==> config.mk <==
export PLATFORM = sky130hd
export DESIGN_NAME = data_path_gen
export DESIGN_NICKNAME = d
export VERILOG_FILES = /design/src/rtl/data_path_gen.sv
export SDC_FILE = /design/constraint.sdc
export NUM_CORES = 1
export LEC_CHECK = 0
export CELL_PAD_IN_SITES_DETAIL_PLACEMENT = 1
export CELL_PAD_IN_SITES_GLOBAL_PLACEMENT = 1
export CORE_MARGIN = 2
export CORE_UTILIZATION = 45
export CTS_CLUSTER_SIZE = 40
export DETAILED_ROUTE_END_ITERATION = 10
export MAX_ROUTING_LAYER = met4
export PLACE_DENSITY_LB_ADDON = 0.1
export SLEW_MARGIN = 15
export SYNTH_ARGS = -nofsm -noshare
export SYNTH_HDL_FRONTEND = slang
export SYNTH_SLANG_ARGS = --single-unit
==> constraint.sdc <==
create_clock -name clk -period 4.84 [get_ports clk]
set_input_delay 0.484 -clock clk [delete_from_list [all_inputs] [get_ports clk]]
set_output_delay 0.484 -clock clk [all_outputs]
set_load 0.02 [all_outputs]
==> src/rtl/data_path_gen.sv <==
// Parametrised accumulator data path: PC/IR/R0/MR/ACC registers, 8-op ALU with
// registered Z/N/C flags, and an iterative shift-add multiplier writing into ACC.
module data_path_gen #(
  parameter int WIDTH  = 16,
  parameter int OPC_W  = 4,
  parameter int ADDR_W = 12
) (
  input  logic              clk,
  input  logic              reset,
  input  logic [WIDTH-1:0]  int_rbus,
  input  logic [1:0]        pc_op,
  input  logic              ir_ld,
  input  logic              r0_ld,
  input  logic              mr_ld,
  input  logic [1:0]        acc_sel,
  input  logic [2:0]        alu_op,
  input  logic              abus_sel,
  input  logic              wbus_en,
  input  logic              mul_start,
  output logic [OPC_W-1:0]  IR,
  output logic [WIDTH-1:0]  int_abus,
  output logic [WIDTH-1:0]  int_wbus,
  output logic              Z,
  output logic              N,
  output logic              C,
  output logic              busy,
  output logic              done
);

  localparam int CNT_W = $clog2(WIDTH + 1);

  generate
    if ((OPC_W + ADDR_W > WIDTH) || (ADDR_W > WIDTH)) begin : g_bad_params
      $error("data_path_gen: opcode and address fields do not fit in WIDTH");
    end
  endgenerate

  logic [WIDTH-1:0] pc_q, pc_d, r0_q, r0_d, mr_q, mr_d, acc_q, acc_d;
  logic [OPC_W-1:0] ir_q, ir_d;
  logic             z_q, z_d, n_q, n_d, c_q, c_d;
  logic             busy_q, busy_d, done_q, done_d;
  logic [WIDTH-1:0] mcand_q, mcand_d, mplier_q, mplier_d, prod_q, prod_d;
  logic [CNT_W-1:0] cnt_q, cnt_d;
  logic [WIDTH:0]   alu_full;   // {carry, result}
  logic [WIDTH-1:0] step_prod;

  always_comb begin
    alu_full = '0;
    case (alu_op)
      3'b000:  alu_full = {1'b0, acc_q} + {1'b0, r0_q};
      3'b001:  alu_full = {1'b0, acc_q} + {1'b0, ~r0_q} + (WIDTH+1)'(1);
      3'b010:  alu_full = {1'b0, acc_q & r0_q};
      3'b011:  alu_full = {1'b0, acc_q | r0_q};
      3'b100:  alu_full = {1'b0, acc_q ^ r0_q};
      3'b101:  alu_full = {1'b0, r0_q};
      3'b110:  alu_full = {acc_q[WIDTH-1], acc_q[WIDTH-2:0], 1'b0};
      default: alu_full = {acc_q[0], 1'b0, acc_q[WIDTH-1:1]};
    endcase
  end

  assign step_prod = prod_q + (mplier_q[0] ? mcand_q : '0);

  always_comb begin
    pc_d = pc_q;
    case (pc_op)
      2'b01:   pc_d = '0;
      2'b10:   pc_d = pc_q + WIDTH'(1);
      2'b11:   pc_d = r0_q;
      default: pc_d = pc_q;
    endcase
    ir_d     = ir_ld ? int_rbus[WIDTH-1 -: OPC_W] : ir_q;
    r0_d     = r0_ld ? WIDTH'(int_rbus[ADDR_W-1:0]) : r0_q;
    mr_d     = mr_ld ? r0_q : mr_q;
    acc_d    = acc_q;
    z_d      = z_q;
    n_d      = n_q;
    c_d      = c_q;
    busy_d   = busy_q;
    done_d   = 1'b0;
    mcand_d  = mcand_q;
    mplier_d = mplier_q;
    prod_d   = prod_q;
    cnt_d    = cnt_q;
    if (busy_q) begin
      // ACC is owned by the multiplier while busy; acc_sel and mul_start are ignored.
      prod_d   = step_prod;
      mcand_d  = mcand_q << 1;
      mplier_d = mplier_q >> 1;
      cnt_d    = cnt_q - CNT_W'(1);
      if (cnt_q == CNT_W'(1)) begin
        acc_d  = step_prod;
        z_d    = (step_prod == '0);
        n_d    = step_prod[WIDTH-1];
        c_d    = 1'b0;
        busy_d = 1'b0;
        done_d = 1'b1;
      end
    end else begin
      if (acc_sel == 2'b01) begin
        acc_d = int_rbus;
      end else if (acc_sel == 2'b10) begin
        acc_d = alu_full[WIDTH-1:0];
        z_d   = (alu_full[WIDTH-1:0] == '0);
        n_d   = alu_full[WIDTH-1];
        c_d   = alu_full[WIDTH];
      end
      if (mul_start) begin
        mcand_d  = acc_q;
        mplier_d = r0_q;
        prod_d   = '0;
        cnt_d    = CNT_W'(WIDTH);
        busy_d   = 1'b1;
      end
    end
  end

  always_ff @(posedge clk or posedge reset) begin
    if (reset) begin
      pc_q     <= '0;
      ir_q     <= '0;
      r0_q     <= '0;
      mr_q     <= '0;
      acc_q    <= '0;
      z_q      <= 1'b0;
      n_q      <= 1'b0;
      c_q      <= 1'b0;
      busy_q   <= 1'b0;
      done_q   <= 1'b0;
      mcand_q  <= '0;
      mplier_q <= '0;
      prod_q   <= '0;
      cnt_q    <= '0;
    end else begin
      pc_q     <= pc_d;
      ir_q     <= ir_d;
      r0_q     <= r0_d;
      mr_q     <= mr_d;
      acc_q    <= acc_d;
      z_q      <= z_d;
      n_q      <= n_d;
      c_q      <= c_d;
      busy_q   <= busy_d;
      done_q   <= done_d;
      mcand_q  <= mcand_d;
      mplier_q <= mplier_d;
      prod_q   <= prod_d;
      cnt_q    <= cnt_d;
    end
  end

  assign IR       = ir_q;
  assign int_abus = abus_sel ? mr_q : pc_q;
  assign int_wbus = wbus_en ? acc_q : '0;
  assign Z        = z_q;
  assign N        = n_q;
  assign C        = c_q;
  assign busy     = busy_q;
  assign done     = done_q;

endmodule
==> results of run 1 <==
## placed cells by master (no fill, tap or decap), drive strengths merged, types with 34 or more instances in the layout
master and n:
inv 48, dfrtp 114, nor2 70, nand2 139, and2 34, o21ai 103, ha 60, a21oi 60
clkdlybuf4s50 69, mux2 34
## layout make-up
type / instances / area (µm²)
clock inverters: 12 / 100
inverters: 45 / 171
multi-input cells: 799 / 5330
fillers: 2216 / 8710
clock buffers: 20 / 457
well taps: 234 / 293
repair buffers: 83 / 791
flip-flops and latches: 114 / 2850
## metrics by stage
step | util (%) | area [µm²] | cells | hold slack (ps) | setup slack (ps)
floorplan | - | 8590 | 1020 | 449 | 1280
global placement | 50.5 | 9440 | 1275 | 470 | 802
detailed placement | 50.5 | 9440 | 1275 | 476 | 761
CTS | 53.4 | 10000 | 1307 | 480 | 690
global route | 53.4 | 10000 | 1307 | 518 | 492
finish | 53.4 | 10000 | 1307 | 465 | 735
## where the power goes
group	internal, mW	switching, mW	leakage, nW	total [mW]
clock	0.692	0.517	0.277	1.21
sequential	1.22	0.463	1.44	1.69
combinational	1.04	1.50	2.66	2.54
total	2.96	2.48	4.38	5.44
## synth_stat cells, types with 16 or more instances
master	number	area share, %
dfrtp_1	114	33
and2_1	32	2.3
nor3_1	17	0.99
xnor2_1	19	1.9
o21ai_0	96	5.6
mux2i_1	32	3.7
clkbuf_1	54	2.4
inv_1	43	1.9
xor2_1	19	1.9
nor2_1	67	2.9
nand2_1	139	6.1
ha_1	60	8.7
nand3_1	16	0.93
mux2_2	33	4.3
a21oi_1	60	3.5
## critical path, stage by stage, from the launching register on
cell      delay (ps)
dfrtp_1          540
and2_1           220
ha_1             220
fa_1             440
a211oi_1         270
o21bai_1         110
a21oi_1          290
xnor2_1          150
or4_1            430
or4_1            410
or4_1            400
or4_1            400
o21ai_1          120
## flip-flops by register name (all words and copies together), names as in the netlist
register and flops:
C 1, IR 4, N 1, Z 1, acc_q 16, busy 1, cnt_q 5, done 1
mcand_q 16, mplier_q 12, mr_q 12, pc_q 16, prod_q 16, r0_q 12
## how the worst min path moves through the flow
stage	endpoint	slack [ps]	cells past startpoint
after CTS	cnt_q[1]	480	2
final	cnt_q[1]	470	2
after floorplan	mplier_q[0]	450	2
after global placement	mplier_q[7]	470	2
after detailed placement	prod_q[14]	480	2
after global routing	mr_q[10]	520	1
## layer usage
layer  track usage (%)  vias up  wire length [µm]
met2              49.3      198             13900
met3              4.71       57              1280
met1              39.6     4015             13100
li1                  -     3713                 -
met4              9.84        0               718
met5                 -        -                 0
## cells by family after synthesis
family	after synthesis
AO/OA/AOI/OAI	284
XOR/XNOR	40
adder cells (fa/ha/maj)	63
buffers and inverters	107
flip-flops	114
multiplexers	67
AND/OR/NAND/NOR	345
==> key figures, run 1 <==
Floorplanning
  – Die W: 142 µm
  – DIE HEIGHT: 142 µm
  – Core Rows: 50
  – Core area: 18700 µm²
  – I/O pins: 72
  – Die area: 20200 µm²
  – Initial core utilization: 45.9%

STA
  – Setup Skew: 11.0 ps
  – Worst-Margin Slew: 1030 ps
  – Final setup TNS: 0 ps
  – Slew Limit Fails: 0
  – Max_slew headroom: 31.2%
  – Final hold viol count: 0
  – Tcrit/Tclk final: 84.8%
  – Tmin final: 4100 ps
  – Max Clock Freq: 0.244 GHz
  – RSZ-0062 raised after global routing: no
  – # setup viols final: 0

Global routing
  – Initial antenna violation count: 0
  – Largest net degree at the start of global routing: 64
  – Vias in the first global route: 8320
  – GRT Total Usage: 30.6%
  – Congestion Overflow GR: 0
  – First-pass GRT wire length: 46.4 mm

Power
  – Cell area power density: 544 nW/µm²
  – Leak: 4.38 nW
  – VDD IR-drop max: 0.318 mV
  – Final Power: 5.44 mW

Drt
  – Initial DRT Pass Iterations: 6
  – # DRC: 0
  – Drt wl/cell: 22.2 µm
  – Post-DR vias/cell: 6.11
  – Via Count: 7983
  – Initial drt markers: 496
  – Post-Route WL: 29.0 mm
  – Routed Antenna Nets: 0

Run status
  – Outcome: finished, final reports clean

Clock tree
  – Reg clk slew, reported paths: 60 ps
  – Num Clock Sinks: 114
  – CTS Hold Bufs: 0
  – Resized cells post-CTS: 0
  – CTS tree: done
  – Largest buffer count on any clock path: 2
  – Clock tree root driver cell: clkbuf_16
  – Post-CTS Setup Bufs: 0
  – H-tree lvl count: 4
  – Num CTS Buffers: 17
  – Worst-Skew Late Latency: 430 ps

Synth
  – Largest family of logic cells by synthesized area: compound AO/OA/AOI/OAI gates
  – Synthesized Nets: 1114
  – Asr flop ratio synth: 100%
  – Mapped Area: 8590 µm²
  – Post-Synth Simple-Gate Area: 19.1%
  – EDFF count, synth: 0
  – Yosys cell types: 74
  – Main synth FF type: dfrtp_1
  – Post-synthesis cell count: 1020
  – Multiplexer share of the synthesized area: 8.45%
  – Synth Register Bits: 114
  – Post-synthesis compound-gate area fraction: 20.8%
  – Seq/Total Area, Yosys: 33.2%
  – Adder-cell share of the synthesized area: 9.44%
  – Post-synthesis xor/xnor area fraction: 4.25%
  – Synthesized area per cell: 8.42 µm²
  – Synth warn: 0

Worst setup path
  – Critical Path Sink: Z
  – Worst path arrival time: 4460 ps
  – FF-to-FF path depth: 12
  – WP data required: 5190 ps
  – Setup crit start kind: flip-flop
  – Register-to-register setup slack: 740 ps
  – FF-to-FF End: Z
  – CP max FO: 17
  – Worst Setup SP: mplier_q[0]
  – WS Path Type: flip-flop to flip-flop
  – Reg-to-reg startpoint: mplier_q[0]
  – CP Capture Type: flip-flop

Placed design
  – RePlAce Congestion: 0.928
  – # port buffers: 71
  – Hpwl dp: 20.9 mm

Cells and area
  – # nets final: 1154
  – Synth-to-Final Area Change: 16.3%
  – Layout cell share with drive strength beyond 1: 9.04%
  – # diodes: 0

Job
  – Max Cap Viol: 0

Min path
  – Worst Hold Class: input pin to asynchronous set/reset pin
Note: power is estimated with default switching activity, not from simulation.
==> inputs of run 2 (changes only) <==
--- a/config.mk
+++ b/config.mk
@@ -8,7 +8,7 @@
 export CELL_PAD_IN_SITES_DETAIL_PLACEMENT = 1
 export CELL_PAD_IN_SITES_GLOBAL_PLACEMENT = 1
 export CORE_MARGIN = 2
-export CORE_UTILIZATION = 45
+export CORE_UTILIZATION = 41
 export CTS_CLUSTER_SIZE = 40
 export DETAILED_ROUTE_END_ITERATION = 10
 export MAX_ROUTING_LAYER = met4
==> constraint.sdc (replaced) <==
create_clock -name clk -period 3.7 [get_ports clk]
set_input_delay 0.37 -clock clk [delete_from_list [all_inputs] [get_ports clk]]
set_output_delay 0.37 -clock clk [all_outputs]
set_load 0.02 [all_outputs]
==> key figures, run 2 (synthesis gave the netlist of run 1 again) <==
Run status
  – Outcome: finished, final reports clean

Worst setup path
  – WP data required: 4060 ps
  – Register-to-register setup slack: 110 ps
  – CP Cell Sequence: and2_1, ha_2, fa_2, xor2_1, or4_1, or4_4, or4_1, or4_1, or4_1, o21ai_1
  – CP Capture Type: flip-flop
  – WS Path Type: flip-flop to flip-flop
  – Critical Path Max Stage Delay: 550 ps
  – Crit path max-delay cell type: or4_4
  – Setup crit start kind: flip-flop
  – CP delay by family, top: simple AND/OR/NAND/NOR gates
  – Crit-path most repeated cell: or4_1
  – Worst path arrival time: 3950 ps
  – Bufs and invs on worst path: 0
  – CP max FO: 3

Global routing
  – Vias in the first global route: 8365
  – GR Util met3: 4.89%
  – Initial antenna violation count: 0
  – Congestion Overflow GR: 0
  – Largest net degree at the start of global routing: 88
  – GRT Total Usage: 28.8%
  – Most Crowded Layer GR: met2
  – First-pass GRT wire length: 47.5 mm
  – Grt met2 use: 45.6%
  – Global routing usage on met1: 38.5%

Clock tree
  – Clock tree root driver cell: clkbuf_16
  – Worst-Skew Late Latency: 440 ps
  – CTS tree: done
  – Reg clk slew, reported paths: 60 ps
  – Largest buffer count on any clock path: 2
  – H-tree lvl count: 4
  – Num Clock Sinks: 114
  – Post-CTS Setup Bufs: 0
  – Num CTS Buffers: 17

Placed design
  – Pre-CTS setup slack: 2.78 ps
  – Hpwl dp: 22.2 mm
  – # port buffers: 71
  – RePlAce Congestion: 0.919
  – Dpl cells: 1362

Job
  – Max Cap Viol: 0

Drt
  – # DRC: 0
  – Via Count: 8101
  – Post-DR vias/cell: 5.81
  – Initial drt markers: 522
  – Post-Route WL: 29.9 mm
  – Routed Antenna Nets: 0
  – Initial DRT Pass Iterations: 7
  – Drt wl/cell: 21.5 µm

STA
  – RSZ-0062 raised after global routing: yes
  – Max_slew headroom: 30.7%
  – Final hold viol count: 0
  – Worst-Margin Slew: 1040 ps
  – # setup viols final: 0
  – Tcrit/Tclk final: 97.1%
  – Final setup TNS: 0 ps
  – Slew Limit Fails: 0
  – Max Clock Freq: 0.278 GHz
  – Setup ws final: 109 ps
  – Setup Skew: 11.5 ps
  – Tmin final: 3590 ps

Floorplanning
  – Core Rows: 52
  – Die W: 149 µm
  – Initial core utilization: 42.1%
  – Die area: 22100 µm²
  – DIE HEIGHT: 149 µm
  – Core area: 20400 µm²
  – I/O pins: 72

Power
  – Leak: 4.62 nW
  – Cell internal pwr: 4.10 mW
  – VDD IR-drop max: 0.447 mV
  – Combinational share of power: 51.7%
  – Sequential Power Share: 26.4%
  – NetSw: 3.32 mW
  – Clock share of power: 21.8%
  – Cell area power density: 708 nW/µm²
  – Final Power: 7.42 mW
  – Sw frac: 44.7%

Cells and area
  – Non-filler cells, final: 1394
  – # nets final: 1205
  – # diodes: 0
  – Most common cell after layout, fill and taps aside: nand2_1
  – Synth-to-Final Area Change: 21.9%
  – Layout cell share with drive strength beyond 1: 13.9%
  – Most frequent cells in the layout: nand2_1, dfrtp_1, o21ai_0, clkdlybuf4s50_1, nor2_1

Min path
  – Worst Hold Class: input pin to asynchronous set/reset pin
[run 2: final timing paths]
check                                  start           end  cells after the start
worst min-delay path                   reset      cnt_q[1]                      2
worst max register to register    mcand_q[0]             Z                     10
worst max-delay path              mcand_q[0]             Z                     10
min in group clk                mplier_q[11]  mplier_q[10]                      2
max in group asynchronous              reset      acc_q[8]                      3
worst min register to register  mplier_q[11]  mplier_q[10]                      2
[run 2: routing by layer]
| layer | vias up | share of wire [%] |
|---|---|---|
| met4 | 0 | 1.6 |
| met5 | - | 0 |
| li1 | 3807 | - |
| met1 | 4072 | 46 |
| met3 | 30 | 4.7 |
| met2 | 192 | 47 |
[run 2: area by class of cell]
cell class,count,area [µm²]
Clock buffer,18,429
Clock inverter,14,129
Fill cell,2444,9950
Inverter,45,171
Multi-Input combinational cell,799,5360
Sequential cell,114,2850
Tap cell,270,338
Timing Repair Buffer,134,1200
[run 2: timing repair]
item / in CTS / in global routing
gates cloned: 0 / 0
pin swaps: 0 / 1
gates resized for setup: 1 / 6
hold buffers: 0 / 0
endpoints found under the setup margin: 1 / 2
[run 2: per-stage QoR]
stage,instance area (µm²),hold slack [ps],utilization (%)
3_5_place_dp,9890,473,48.4
5_1_grt,10500,312,51.3
4_1_cts,10500,268,51.2
6_report,10500,262,51.3
3_3_place_gp,9890,470,48.4
2_1_floorplan,8590,449,-
[run 2: power groups by stage]
stage / combinational, mW / sequential [mW] / clock (mW)
after floorplan: 2.41 / 1.91 / 0
after global placement: 3.70 / 1.96 / 0
after detailed placement: 3.76 / 1.97 / 0
after CTS: 3.80 / 1.96 / 1.65
after global routing: 4.22 / 2.01 / 1.70
final: 3.84 / 1.96 / 1.62
==> inputs of run 3 (changes only) <==
--- a/config.mk
+++ b/config.mk
@@ -7,6 +7,7 @@
 export LEC_CHECK = 0
 export CELL_PAD_IN_SITES_DETAIL_PLACEMENT = 1
 export CELL_PAD_IN_SITES_GLOBAL_PLACEMENT = 1
+export CORE_ASPECT_RATIO = 0.7
 export CORE_MARGIN = 2
 export CORE_UTILIZATION = 41
 export CTS_CLUSTER_SIZE = 40
==> key figures, run 3 (synthesis gave the netlist of run 1 again) <==
Clock tree
  – Reg clk slew, reported paths: 60 ps
  – Post-CTS Setup Bufs: 0
  – Largest buffer count on any clock path: 2
  – CTS tree: done
  – Num CTS Buffers: 17
  – H-tree lvl count: 4
  – Worst-Skew Late Latency: 440 ps
  – Num Clock Sinks: 114
  – Clock tree root driver cell: clkbuf_16

STA
  – Worst-Margin Slew: 1220 ps
  – Setup ws final: 79.0 ps
  – Final hold viol count: 0
  – Tcrit/Tclk final: 97.9%
  – Final setup TNS: 0 ps
  – Max Clock Freq: 0.276 GHz
  – # setup viols final: 0
  – Max_slew headroom: 18.3%
  – Tmin final: 3620 ps
  – Slew Limit Fails: 0
  – RSZ-0062 raised after global routing: yes
  – Setup Skew: 10.5 ps

Worst setup path
  – WS Path Type: flip-flop to flip-flop
  – Register-to-register setup slack: 80 ps
  – CP max FO: 5
  – Worst path arrival time: 3990 ps
  – FF-to-FF End: Z
  – CP Capture Type: flip-flop
  – Setup crit start kind: flip-flop
  – WP data required: 4070 ps
  – FF-to-FF path depth: 10
  – Reg-to-reg startpoint: mplier_q[0]

Drt
  – Post-DR vias/cell: 5.80
  – Via Count: 8154
  – # DRC: 0
  – Drt wl/cell: 22.3 µm
  – Routed Antenna Nets: 0
  – Initial DRT Pass Iterations: 7
  – Initial drt markers: 598
  – Post-Route WL: 31.3 mm

Cells and area
  – Core Util, Final: 51.4%
  – Most common cell after layout, fill and taps aside: nand2_1
  – Layout cell share with drive strength beyond 1: 14.4%
  – # nets final: 1212
  – # diodes: 0
  – Most frequent cells in the layout: nand2_1, dfrtp_1, o21ai_0, clkdlybuf4s50_1
  – Synth-to-Final Area Change: 23.4%

Power
  – VDD IR-drop max: 0.390 mV
  – Leak: 4.69 nW
  – Cell area power density: 718 nW/µm²

Placed design
  – RePlAce Congestion: 0.909
  – Pre-CTS setup slack: 1.01 ps
  – Hpwl dp: 23.6 mm
  – # port buffers: 71

Floorplanning
  – Initial core utilization: 41.6%
  – Core Rows: 44
  – DIE HEIGHT: 125 µm
  – Die W: 177 µm
  – Die area: 22100 µm²
  – I/O pins: 72
  – Core area: 20600 µm²

Global routing
  – Vias in the first global route: 8029
  – Largest net degree at the start of global routing: 73
  – Initial antenna violation count: 0
  – Congestion Overflow GR: 0
  – First-pass GRT wire length: 48.3 mm
  – GRT Total Usage: 29.8%

Run status
  – Outcome: finished, final reports clean

Job
  – Max Cap Viol: 0

Min path
  – Worst Hold Class: input pin to asynchronous set/reset pin
==> run 3: timing repair <==
item / CTS / global route
resized for setup: 2 / 10
endpoints found under the setup margin: 1 / 1
pin swaps: 0 / 0
hold buffers: 0 / 0
==> run 3: how the worst max path moves through the flow <==
| stage | from | endpoint | slack (ps) | depth (start not counted) |
|---|---|---|---|---|
| CTS | r0_q[0] | Z | 30 | 13 |
| global placement | mplier_q[0] | Z | 20 | 10 |
| global route | mplier_q[0] | Z | -60 | 13 |
| detailed placement | mcand_q[0] | Z | 1 | 10 |
| finish | mplier_q[0] | Z | 80 | 10 |
| floorplan | mplier_q[0] | Z | 140 | 10 |
==> run 3: power breakdown <==
| part | switching [mW] | internal [mW] | total (mW) |
|---|---|---|---|
| logic | 2.30 | 1.62 | 3.92 |
| clock network | 0.631 | 1.07 | 1.70 |
| registers | 0.388 | 1.61 | 1.99 |
==> run 3: layout make-up <==
| class | count | area [µm²] |
|---|---|---|
| fill | 2415 | 10000 |
| tap | 276 | 345 |
| clock inverter | 10 | 134 |
| sequential | 114 | 2850 |
| inverter | 45 | 171 |
| timing repair buffer | 141 | 1260 |
| clock buffer | 22 | 454 |
| multi-input combinational | 799 | 5380 |
==> run 3: metal layers <==
metal	GRT usage, %	vias to the layer above	routed length, µm
met5	-	-	0
met4	8.31	0	513
met3	5.99	32	1990
met2	40.1	238	13000
met1	44.8	4067	15800
li1	-	3817	-
==> run 3: through the flow <==
stage          total power, mW  hold WS [ps]  instance area (µm²)  std cells
2_1_floorplan             4.32           449                 8590       1020
6_report                  7.61           208                10600       1407
5_1_grt                   8.11           212                10600       1407
3_5_place_dp              5.82           475                 9960       1375
4_1_cts                   7.56           197                10600       1407
3_3_place_gp              5.74           461                 9960       1375
==> run 3: worst max-delay path: stages (launching register included) <==
cell and delay (ps):
dfrtp_1 390, buf_4 150, and2_4 140, fa_2 390, xor2_1 190, or4_1 400, or4_4 540, or4_1 410
or4_1 410, or4_1 400, o21ai_1 130
